<file path="config.mk">
export PLATFORM = sky130hd
export DESIGN_NAME = agex_stage_flat
export DESIGN_NICKNAME = d
export VERILOG_FILES = /design/src/rtl/agex_stage_pkg.sv /design/src/rtl/agex_stage_if.sv /design/src/rtl/agex_mul_iter.sv /design/src/rtl/agex_stage.sv /design/src/flat_wrapper.sv
export SDC_FILE = /design/constraint.sdc
export NUM_CORES = 2
export LEC_CHECK = 0
export CAP_MARGIN = 40
export CORE_MARGIN = 5
export CORE_UTILIZATION = 30
export CTS_CLUSTER_SIZE = 25
export DETAILED_ROUTE_END_ITERATION = 7
export PLACE_DENSITY = 0.61
export SLEW_MARGIN = 20
export SYNTH_ARGS = -nofsm -noshare
export SYNTH_HDL_FRONTEND = slang
export SYNTH_SLANG_ARGS = --single-unit
</file>
<file path="constraint.sdc">
create_clock -name clk -period 6.5 [get_ports clk]
set_input_delay 1.3 -clock clk [delete_from_list [all_inputs] [get_ports clk]]
set_output_delay 1.3 -clock clk [all_outputs]
set_load 0.1 [all_outputs]
</file>
<file path="src/rtl/agex_stage_pkg.sv">
// Shared types, opcodes and widths for the address-generate/execute stage.
package agex_stage_pkg;

    localparam int unsigned DBITS      = 32;
    localparam int unsigned MUL_STEPS  = 32;
    localparam int unsigned REG_BITS   = 5;
    localparam int unsigned OP_BITS    = 6;
    localparam int unsigned SHAMT_BITS = $clog2(DBITS);

    // Decoded operation carried in op_i
    typedef enum logic [OP_BITS-1:0] {
        OP_INVALID = 6'd0,
        OP_ADD     = 6'd1,
        OP_SUB     = 6'd2,
        OP_AND     = 6'd3,
        OP_OR      = 6'd4,
        OP_XOR     = 6'd5,
        OP_SLT     = 6'd6,
        OP_SLTU    = 6'd7,
        OP_SLL     = 6'd8,
        OP_SRL     = 6'd9,
        OP_SRA     = 6'd10,
        OP_ADDI    = 6'd11,
        OP_ANDI    = 6'd12,
        OP_ORI     = 6'd13,
        OP_XORI    = 6'd14,
        OP_SLTI    = 6'd15,
        OP_SLTIU   = 6'd16,
        OP_SLLI    = 6'd17,
        OP_SRLI    = 6'd18,
        OP_SRAI    = 6'd19,
        OP_LUI     = 6'd20,
        OP_AUIPC   = 6'd21,
        OP_JAL     = 6'd22,
        OP_JALR    = 6'd23,
        OP_BEQ     = 6'd24,
        OP_BNE     = 6'd25,
        OP_BLT     = 6'd26,
        OP_BGE     = 6'd27,
        OP_BLTU    = 6'd28,
        OP_BGEU    = 6'd29,
        OP_LW      = 6'd30,
        OP_SW      = 6'd31,
        OP_MUL     = 6'd32
    } op_e;

    // Decode latch as seen by this stage
    typedef struct packed {
        logic                valid;
        logic [DBITS-1:0]    inst;
        logic [DBITS-1:0]    pc;
        op_e                 op_i;
        logic [DBITS-1:0]    inst_count;
        logic [DBITS-1:0]    rs1_val;
        logic [DBITS-1:0]    rs2_val;
        logic [DBITS-1:0]    imm;
        logic [REG_BITS-1:0] rd;
        logic                wr_reg;
        logic [DBITS-1:0]    bus_canary;
    } de_latch_t;

    // AGEX latch unpacked by the memory stage
    typedef struct packed {
        logic [DBITS-1:0]    inst;
        logic [DBITS-1:0]    pc;
        op_e                 op_i;
        logic [DBITS-1:0]    inst_count;
        logic [DBITS-1:0]    aluout;
        logic [REG_BITS-1:0] rd;
        logic                wr_reg;
        logic [DBITS-1:0]    memaddr;
        logic [DBITS-1:0]    wr_val;
        logic                wr_mem;
        logic [DBITS-1:0]    bus_canary;
    } agex_latch_t;

    // Fetch redirect
    typedef struct packed {
        logic             br_mispred;
        logic [DBITS-1:0] br_target;
    } agex_to_fe_t;

    // Decode control
    typedef struct packed {
        logic agex_busy;
        logic br_mispred;
    } agex_to_de_t;

    localparam int unsigned DE_LATCH_WIDTH        = $bits(de_latch_t);
    localparam int unsigned AGEX_LATCH_WIDTH      = $bits(agex_latch_t);
    localparam int unsigned FROM_AGEX_TO_FE_WIDTH = $bits(agex_to_fe_t);
    localparam int unsigned FROM_AGEX_TO_DE_WIDTH = $bits(agex_to_de_t);

    function automatic logic is_branch(input op_e op);
        return (op == OP_BEQ) || (op == OP_BNE) || (op == OP_BLT) ||
               (op == OP_BGE) || (op == OP_BLTU) || (op == OP_BGEU);
    endfunction

    function automatic logic is_imm_op(input op_e op);
        return (op == OP_ADDI) || (op == OP_ANDI) || (op == OP_ORI) ||
               (op == OP_XORI) || (op == OP_SLTI) || (op == OP_SLTIU) ||
               (op == OP_SLLI) || (op == OP_SRLI) || (op == OP_SRAI);
    endfunction

endpackage

</file>
<file path="src/rtl/agex_stage_if.sv">
// Pipeline buses between decode, AGEX, fetch and memory.
interface agex_stage_if;
    import agex_stage_pkg::*;

    de_latch_t   from_DE_latch;
    agex_latch_t AGEX_latch_out;
    agex_to_fe_t from_AGEX_to_FE;
    agex_to_de_t from_AGEX_to_DE;

    modport master (
        output from_DE_latch,
        input  AGEX_latch_out,
        input  from_AGEX_to_FE,
        input  from_AGEX_to_DE
    );

    modport slave (
        input  from_DE_latch,
        output AGEX_latch_out,
        output from_AGEX_to_FE,
        output from_AGEX_to_DE
    );
endinterface

</file>
<file path="src/rtl/agex_mul_iter.sv">
// Iterative shift-add multiplier: one multiplier bit per cycle, low WIDTH bits of the product.
module agex_mul_iter
    import agex_stage_pkg::*;
#(
    parameter int unsigned WIDTH = DBITS,
    parameter int unsigned STEPS = MUL_STEPS
) (
    input  logic             clk,
    input  logic             reset,
    input  logic             start,
    input  logic [WIDTH-1:0] mcand_in,
    input  logic [WIDTH-1:0] mplier_in,
    output logic             busy,
    output logic             done_c,
    output logic [WIDTH-1:0] result_c
);
    localparam int unsigned CNT_W = $clog2(STEPS);

    typedef enum logic {
        S_IDLE,
        S_BUSY
    } state_e;

    state_e           state;
    logic [WIDTH-1:0] acc;
    logic [WIDTH-1:0] mcand;
    logic [WIDTH-1:0] mplier;
    logic [CNT_W-1:0] cnt;
    logic [WIDTH-1:0] acc_next_c;

    // Accumulator value after the current step
    always_comb begin
        acc_next_c = acc;
        if (mplier[0]) begin
            acc_next_c = acc + mcand;
        end
    end

    assign busy     = (state == S_BUSY);
    assign done_c   = (state == S_BUSY) && (cnt == CNT_W'(STEPS - 1));
    assign result_c = acc_next_c;

    // Control FSM and shift/accumulate datapath
    always_ff @(posedge clk) begin
        if (reset) begin
            state  <= S_IDLE;
            acc    <= '0;
            mcand  <= '0;
            mplier <= '0;
            cnt    <= '0;
        end else begin
            case (state)
                S_IDLE: begin
                    if (start) begin
                        mcand  <= mcand_in;
                        mplier <= mplier_in;
                        acc    <= '0;
                        cnt    <= '0;
                        state  <= S_BUSY;
                    end
                end
                S_BUSY: begin
                    acc    <= acc_next_c;
                    mcand  <= mcand << 1;
                    mplier <= mplier >> 1;
                    cnt    <= cnt + CNT_W'(1);
                    if (done_c) begin
                        state <= S_IDLE;
                    end
                end
                default: state <= S_IDLE;
            endcase
        end
    end

endmodule

</file>
<file path="src/rtl/agex_stage.sv">
// AGEX stage: ALU, branch resolution, address generation and multiply sequencing.
module agex_stage
    import agex_stage_pkg::*;
(
    input  logic         clk,
    input  logic         reset,
    agex_stage_if.slave  bus
);
    de_latch_t        de;
    agex_latch_t      latch;
    agex_latch_t      hold;
    agex_latch_t      fields_c;
    agex_latch_t      latch_next_c;
    logic [DBITS-1:0] op_b_c;
    logic [SHAMT_BITS-1:0] sh_c;
    logic [DBITS-1:0] alu_c;
    logic [DBITS-1:0] target_c;
    logic             taken_c;
    logic             idle_c;
    logic             start_c;
    logic             mispred_c;
    logic             busy_c;
    logic             mul_busy;
    logic             mul_done_c;
    logic [DBITS-1:0] mul_result_c;

    assign de = bus.from_DE_latch;

    agex_mul_iter #(
        .WIDTH (DBITS),
        .STEPS (MUL_STEPS)
    ) u_mul (
        .clk       (clk),
        .reset     (reset),
        .start     (start_c),
        .mcand_in  (de.rs1_val),
        .mplier_in (de.rs2_val),
        .busy      (mul_busy),
        .done_c    (mul_done_c),
        .result_c  (mul_result_c)
    );

    // Second ALU operand and shift amount
    always_comb begin
        op_b_c = de.rs2_val;
        if (is_imm_op(de.op_i)) begin
            op_b_c = de.imm;
        end
        sh_c = op_b_c[SHAMT_BITS-1:0];
    end

    // Branch comparison
    always_comb begin
        taken_c = 1'b0;
        case (de.op_i)
            OP_BEQ:  taken_c = (de.rs1_val == de.rs2_val);
            OP_BNE:  taken_c = (de.rs1_val != de.rs2_val);
            OP_BLT:  taken_c = ($signed(de.rs1_val) <  $signed(de.rs2_val));
            OP_BGE:  taken_c = ($signed(de.rs1_val) >= $signed(de.rs2_val));
            OP_BLTU: taken_c = (de.rs1_val <  de.rs2_val);
            OP_BGEU: taken_c = (de.rs1_val >= de.rs2_val);
            default: taken_c = 1'b0;
        endcase
    end

    // ALU result; branches record their compare outcome
    always_comb begin
        alu_c = '0;
        case (de.op_i)
            OP_ADD, OP_ADDI:   alu_c = de.rs1_val + op_b_c;
            OP_SUB:            alu_c = de.rs1_val - op_b_c;
            OP_AND, OP_ANDI:   alu_c = de.rs1_val & op_b_c;
            OP_OR, OP_ORI:     alu_c = de.rs1_val | op_b_c;
            OP_XOR, OP_XORI:   alu_c = de.rs1_val ^ op_b_c;
            OP_SLT, OP_SLTI:   alu_c = DBITS'($signed(de.rs1_val) < $signed(op_b_c));
            OP_SLTU, OP_SLTIU: alu_c = DBITS'(de.rs1_val < op_b_c);
            OP_SLL, OP_SLLI:   alu_c = de.rs1_val << sh_c;
            OP_SRL, OP_SRLI:   alu_c = de.rs1_val >> sh_c;
            OP_SRA, OP_SRAI:   alu_c = $signed(de.rs1_val) >>> sh_c;
            OP_LUI:            alu_c = de.imm;
            OP_AUIPC:          alu_c = de.pc + de.imm;
            OP_JAL, OP_JALR:   alu_c = de.pc + DBITS'(4);
            OP_LW, OP_SW:      alu_c = de.rs1_val + de.imm;
            OP_BEQ, OP_BNE, OP_BLT, OP_BGE, OP_BLTU, OP_BGEU:
                               alu_c = DBITS'(taken_c);
            default:           alu_c = '0;
        endcase
    end

    // Jump/branch target; JALR clears bit 0
    always_comb begin
        target_c = de.pc + de.imm;
        if (de.op_i == OP_JALR) begin
            target_c = (de.rs1_val + de.imm) & ~DBITS'(1);
        end
    end

    // Redirect and stall decisions, only meaningful while idle
    always_comb begin
        idle_c    = !mul_busy;
        start_c   = idle_c && de.valid && (de.op_i == OP_MUL);
        mispred_c = idle_c && de.valid &&
                    ((de.op_i == OP_JAL) || (de.op_i == OP_JALR) ||
                     (is_branch(de.op_i) && taken_c));
        busy_c    = start_c || (mul_busy && !mul_done_c);
    end

    // Latch payload built from the current decode entry
    always_comb begin
        fields_c            = '0;
        fields_c.inst       = de.inst;
        fields_c.pc         = de.pc;
        fields_c.op_i       = de.op_i;
        fields_c.inst_count = de.inst_count;
        fields_c.aluout     = alu_c;
        fields_c.rd         = de.rd;
        fields_c.wr_reg     = de.wr_reg && !is_branch(de.op_i) && (de.op_i != OP_SW);
        fields_c.memaddr    = alu_c;
        fields_c.wr_val     = de.rs2_val;
        fields_c.wr_mem     = (de.op_i == OP_SW);
        fields_c.bus_canary = de.bus_canary;
    end

    // Next latch contents: multiply completion, normal op, or bubble
    always_comb begin
        latch_next_c = '0;
        if (mul_done_c) begin
            latch_next_c         = hold;
            latch_next_c.aluout  = mul_result_c;
            latch_next_c.memaddr = mul_result_c;
        end else if (idle_c && de.valid && !start_c) begin
            latch_next_c = fields_c;
        end
    end

    // AGEX latch and captured multiply context
    always_ff @(posedge clk) begin
        if (reset) begin
            latch <= '0;
            hold  <= '0;
        end else begin
            latch <= latch_next_c;
            if (start_c) begin
                hold <= fields_c;
            end
        end
    end

    // Output buses
    always_comb begin
        bus.AGEX_latch_out             = latch;
        bus.from_AGEX_to_FE            = '0;
        bus.from_AGEX_to_FE.br_mispred = mispred_c;
        bus.from_AGEX_to_FE.br_target  = target_c;
        bus.from_AGEX_to_DE            = '0;
        bus.from_AGEX_to_DE.agex_busy  = busy_c;
        bus.from_AGEX_to_DE.br_mispred = mispred_c;
    end

endmodule

</file>
<file path="src/flat_wrapper.sv">
// flat-port wrapper written by rule: the top's interface ports become plain ports
module agex_stage_flat import agex_stage_pkg::*;
  (clk, reset, bus_from_DE_latch, bus_AGEX_latch_out, bus_from_AGEX_to_FE, bus_from_AGEX_to_DE);
  agex_stage_if bus_i ();
  input  logic clk;
  input  logic reset;
  input wire logic [$bits(bus_i.from_DE_latch)-1:0] bus_from_DE_latch;
  output wire logic [$bits(bus_i.AGEX_latch_out)-1:0] bus_AGEX_latch_out;
  output wire logic [$bits(bus_i.from_AGEX_to_FE)-1:0] bus_from_AGEX_to_FE;
  output wire logic [$bits(bus_i.from_AGEX_to_DE)-1:0] bus_from_AGEX_to_DE;
  assign bus_i.from_DE_latch = bus_from_DE_latch;
  assign bus_AGEX_latch_out = bus_i.AGEX_latch_out;
  assign bus_from_AGEX_to_FE = bus_i.from_AGEX_to_FE;
  assign bus_from_AGEX_to_DE = bus_i.from_AGEX_to_DE;
  agex_stage u_core (.clk(clk), .reset(reset), .bus(bus_i));
endmodule
</file>
==> flow_summary.yaml <==
final_layout:
  final_cell_area_mm2: 0.0501
  areaGrowthSynthToFinish_pct: 47.4
  fin_nets: 5908
  n_fill_cell: 10800
  fraction_of_layout_cells_with_a_size_suffix_above_1_pct: 17.4
power_and_ir_drop:
  peakVddDrop_mv: 0.222
  sum_of_internal_switching_and_leakage_power_uw: 10300
  power-per-cell-area_mw_per_mm2: 205
  leak_pwr_uw: 0.0202
floorplanning:
  die_height_um: 347
  die_w_um: 347
  floorplan.die_area_mm2: 0.120
  core.rowCount: 123
  initial_utilization_pct: 30.2
  floorplan.core_area_mm2: 0.112
  io_pins: 511
detailed_routing:
  drtPass1Iterations: 8
  routed_wirelength_mm: 193
  remaining_drc_errors: 1
  ant_nets: 0
  avgViaCountPerCell: 5.83
  route.vias.total: 40800
  route.detailed.wl_per_inst_um: 27.6
  first_iter_violations: 4825
logic_synthesis:
  synth-edff-count: 0
  synthesis.instances: 4518
  synth_area_mm2: 0.0340
  flip_flop_cell_with_the_highest_count_after_synthesis: "sky130_fd_sc_hd__dfxtp_1"
  synth_fp_nets: 4987
  synth_warnings: 0
  ys_types: 107
  synth-seq-cells: 480
  post_synth.cell_area_avg_um2: 7.52
  synth-seq-area-share_pct: 28.3
  postSynth.asyncResetShare_pct: 0
clocking:
  cts_tree: "built"
  cts_max_path_buffers: 3
  clock-root-buffer: "sky130_fd_sc_hd__clkbuf_16"
  numClockSinks: 480
  clk_pin_slew_ps: 50
  clk-insertion-delay-late_ps: 680
  cts-buffers-inserted: 56
  postCtsHoldBufs: 0
  htreeDepth: 2
status:
  status: "complete, but fails checks"
  violations: "design-rule violations"
setup_path:
  r2r.worst_path.cells: 14
  worst_setup_path_end_kind: "output pin"
  worstSetupStartpointType: "input pin"
  timing_worst_setup_path_type: "input pin to output pin"
  cp_max_fo: 7
  worstReg2RegEnd: "u_core.bus.AGEX_latch_out[75]"
  ff2ff_setup_slack_ps: 2190
  critPathArrivalTime_ps: 5120
  cp.required_ps: 5200
  rr_startpoint: "u_core.u_mul.mcand[0]"
  critical_path.startpoint: "bus_from_DE_latch[113]"
timing:
  timing.final.setup_violations: 0
  maxSlewHeadroom_pct: 28.6
  finalClockSkew_ps: 44.0
  final.period_utilization_pct: 98.8
  timing.final.crit_period_ps: 6420
  timing_hold_violations_final: 0
  slew_violations: 0
  tightest_slew_ps: 1060
  fmax_mhz: 156
place:
  last_weighted_congestion_value_of_the_routability_driven_placer: 1.10
  place.port_buffers: 510
  hpwl_mm: 151
  post_dp_cell_area_mm2: 0.0480
global_routing:
  grt_pass1_wl_mm: 272
  groute.usage.overall_pct: 30.1
  maximum_number_of_pins_on_one_net_before_global_route_repair: 190
  antenna_violations_before_repair: 22
  total_congestion_overflow_after_global_routing: 0
  first_global_vias: 38400
job:
  maxcap_violations: 0
hold_path:
  hold_class: "register to register"
  hold_path.startpoint: "u_core.hold[100]"
  count_of_cells_along_the_worst_hold_path: 2
  hold_path_end: "u_core.hold[100]"
## per-layer routing
metal	routed length [um]	vias to the layer above	track usage (%)	part of all wire, %
li1	-	18200	-	-
met1	76500	19600	38.2	40
met2	83100	2454	46.3	43
met3	20300	537	8.33	11
met4	12700	26	16.8	6.6
met5	197	-	0.118	0.10
## logic make-up (layout without fill, tap and decap cells)
kind of cell / count (synthesis) / count (layout) / synth area share [%]
compound gates: 1483 / 1483 / 28.8
xor+xnor: 141 / 141 / 3.68
fa+ha+maj: 230 / 230 / 8.56
buf+inv: 505 / 1470 / 6.30
flops: 480 / 480 / 28.3
mux: 150 / 150 / 4.63
other cells: 0 / 9 / 0
simple gates: 1529 / 1529 / 19.8
## Yosys cell counts (17+ instances only)
cell | n | area, um^2
sky130_fd_sc_hd__nand2_1 | 670 | 2510
sky130_fd_sc_hd__dfxtp_1 | 480 | 9610
sky130_fd_sc_hd__a21oi_1 | 469 | 2350
sky130_fd_sc_hd__nor2_1 | 399 | 1500
sky130_fd_sc_hd__a22oi_1 | 242 | 1820
sky130_fd_sc_hd__clkbuf_1 | 229 | 860
sky130_fd_sc_hd__ha_1 | 226 | 2830
sky130_fd_sc_hd__o21ai_0 | 181 | 906
sky130_fd_sc_hd__inv_1 | 147 | 552
sky130_fd_sc_hd__nor3_1 | 115 | 576
sky130_fd_sc_hd__nand3_1 | 114 | 571
sky130_fd_sc_hd__mux2i_1 | 101 | 1010
sky130_fd_sc_hd__xnor2_1 | 96 | 841
sky130_fd_sc_hd__a21o_1 | 71 | 533
sky130_fd_sc_hd__a31oi_1 | 64 | 400
sky130_fd_sc_hd__o211ai_1 | 64 | 480
sky130_fd_sc_hd__a211oi_1 | 51 | 383
sky130_fd_sc_hd__mux2_2 | 48 | 541
sky130_fd_sc_hd__xor2_1 | 44 | 385
sky130_fd_sc_hd__buf_4 | 42 | 315
sky130_fd_sc_hd__and3_1 | 37 | 231
sky130_fd_sc_hd__buf_1 | 37 | 139
sky130_fd_sc_hd__buf_2 | 35 | 175
sky130_fd_sc_hd__nand4_1 | 33 | 206
sky130_fd_sc_hd__o21bai_1 | 30 | 225
sky130_fd_sc_hd__o22ai_1 | 29 | 181
sky130_fd_sc_hd__a221oi_1 | 28 | 245
sky130_fd_sc_hd__nor2b_1 | 26 | 163
sky130_fd_sc_hd__or3_1 | 26 | 163
sky130_fd_sc_hd__nand2b_1 | 25 | 156
sky130_fd_sc_hd__o21a_1 | 23 | 173
sky130_fd_sc_hd__o221ai_1 | 20 | 175
sky130_fd_sc_hd__a211o_1 | 19 | 166
sky130_fd_sc_hd__nor4_1 | 18 | 113
sky130_fd_sc_hd__and2_1 | 17 | 106
## report_power, final
group / switching, uW / internal [uW]
sequential: 22.0 / 3000
clock: 1390 / 1910
combinational: 2510 / 1460
## how the worst max path moves through the flow
stage	endpoint	slack [ps]	depth (start not counted)
global placement	bus_from_AGEX_to_FE[31]	-220	17
CTS	bus_from_AGEX_to_FE[30]	-4	16
finish	bus_from_AGEX_to_FE[30]	80	15
global route	bus_from_AGEX_to_FE[32]	-2	18
floorplan	bus_from_AGEX_to_FE[15]	-270	8
detailed placement	bus_from_AGEX_to_FE[31]	-180	17
## sequential cells by signal, indices dropped and copies added (netlist names)
| signal | cells |
|---|---|
| u_core.u_mul.busy | 1 |
| u_core.u_mul.mcand | 32 |
| u_core.hold | 173 |
| u_core.u_mul.mplier | 32 |
| u_core.u_mul.cnt | 5 |
| u_core.bus.AGEX_latch_out | 205 |
| u_core.u_mul.acc | 32 |
## stage by stage
stage / util [%] / hold WS (ps) / cells / TNS [ps] / worst slack [ps]
after detailed placement: 42.6 / 447 / 6877 / -782 / -183
after CTS: 44.4 / 455 / 6979 / -3.64 / -3.64
final: 44.5 / 455 / 6992 / 0 / 77.8
after global routing: 44.5 / 468 / 6988 / -1.57 / -1.57
after floorplan: - / 429 / 4518 / -1640 / -272
after global placement: 38.6 / 441 / 6634 / -914 / -218
## final cells by class
class / count / area [um^2] / share of cell area (%)
clock buffer: 76 / 1610 / 3.21
multi-input combinational: 3533 / 22400 / 44.7
antenna: 9 / 22.5 / 0.0450
sequential: 480 / 9610 / 19.2
tap: 1500 / 1880 / 3.75
timing repair buffer: 1212 / 13700 / 27.3
clock inverter: 26 / 318 / 0.635
inverter: 156 / 588 / 1.17
## worst max-delay path: stages
cell and delay, ps:
sky130_fd_sc_hd__clkdlybuf4s50_1 660, sky130_fd_sc_hd__ha_1 520, sky130_fd_sc_hd__a21oi_1 190, sky130_fd_sc_hd__o22ai_1 100, sky130_fd_sc_hd__o21a_1 210, sky130_fd_sc_hd__a311oi_2 290, sky130_fd_sc_hd__buf_4 170, sky130_fd_sc_hd__o21ai_1 120
sky130_fd_sc_hd__a211o_1 310, sky130_fd_sc_hd__o31a_1 270, sky130_fd_sc_hd__a311o_1 330, sky130_fd_sc_hd__xor2_1 220, sky130_fd_sc_hd__nand2_1 100, sky130_fd_sc_hd__nand2_2 130, sky130_fd_sc_hd__buf_12 190
## cell usage in the layout (no fill, tap or decap), drive strengths merged, types with 102 or more instances in the layout
| cell type | count |
|---|---|
| nor3 | 115 |
| clkdlybuf4s50 | 469 |
| nand3 | 114 |
| buf | 737 |
| a22oi | 244 |
| dfxtp | 480 |
| mux2i | 102 |
| a21oi | 470 |
| ha | 226 |
| nand2 | 672 |
| o21ai | 192 |
| inv | 155 |
| nor2 | 401 |
## timing repair
item	in CTS	in global routing
gates cloned	0	0
buffers inserted	0	1
resized for setup	9	14
endpoints found under the setup margin	6	6
pin swaps	2	4
Note: power is estimated with default switching activity, not from simulation.
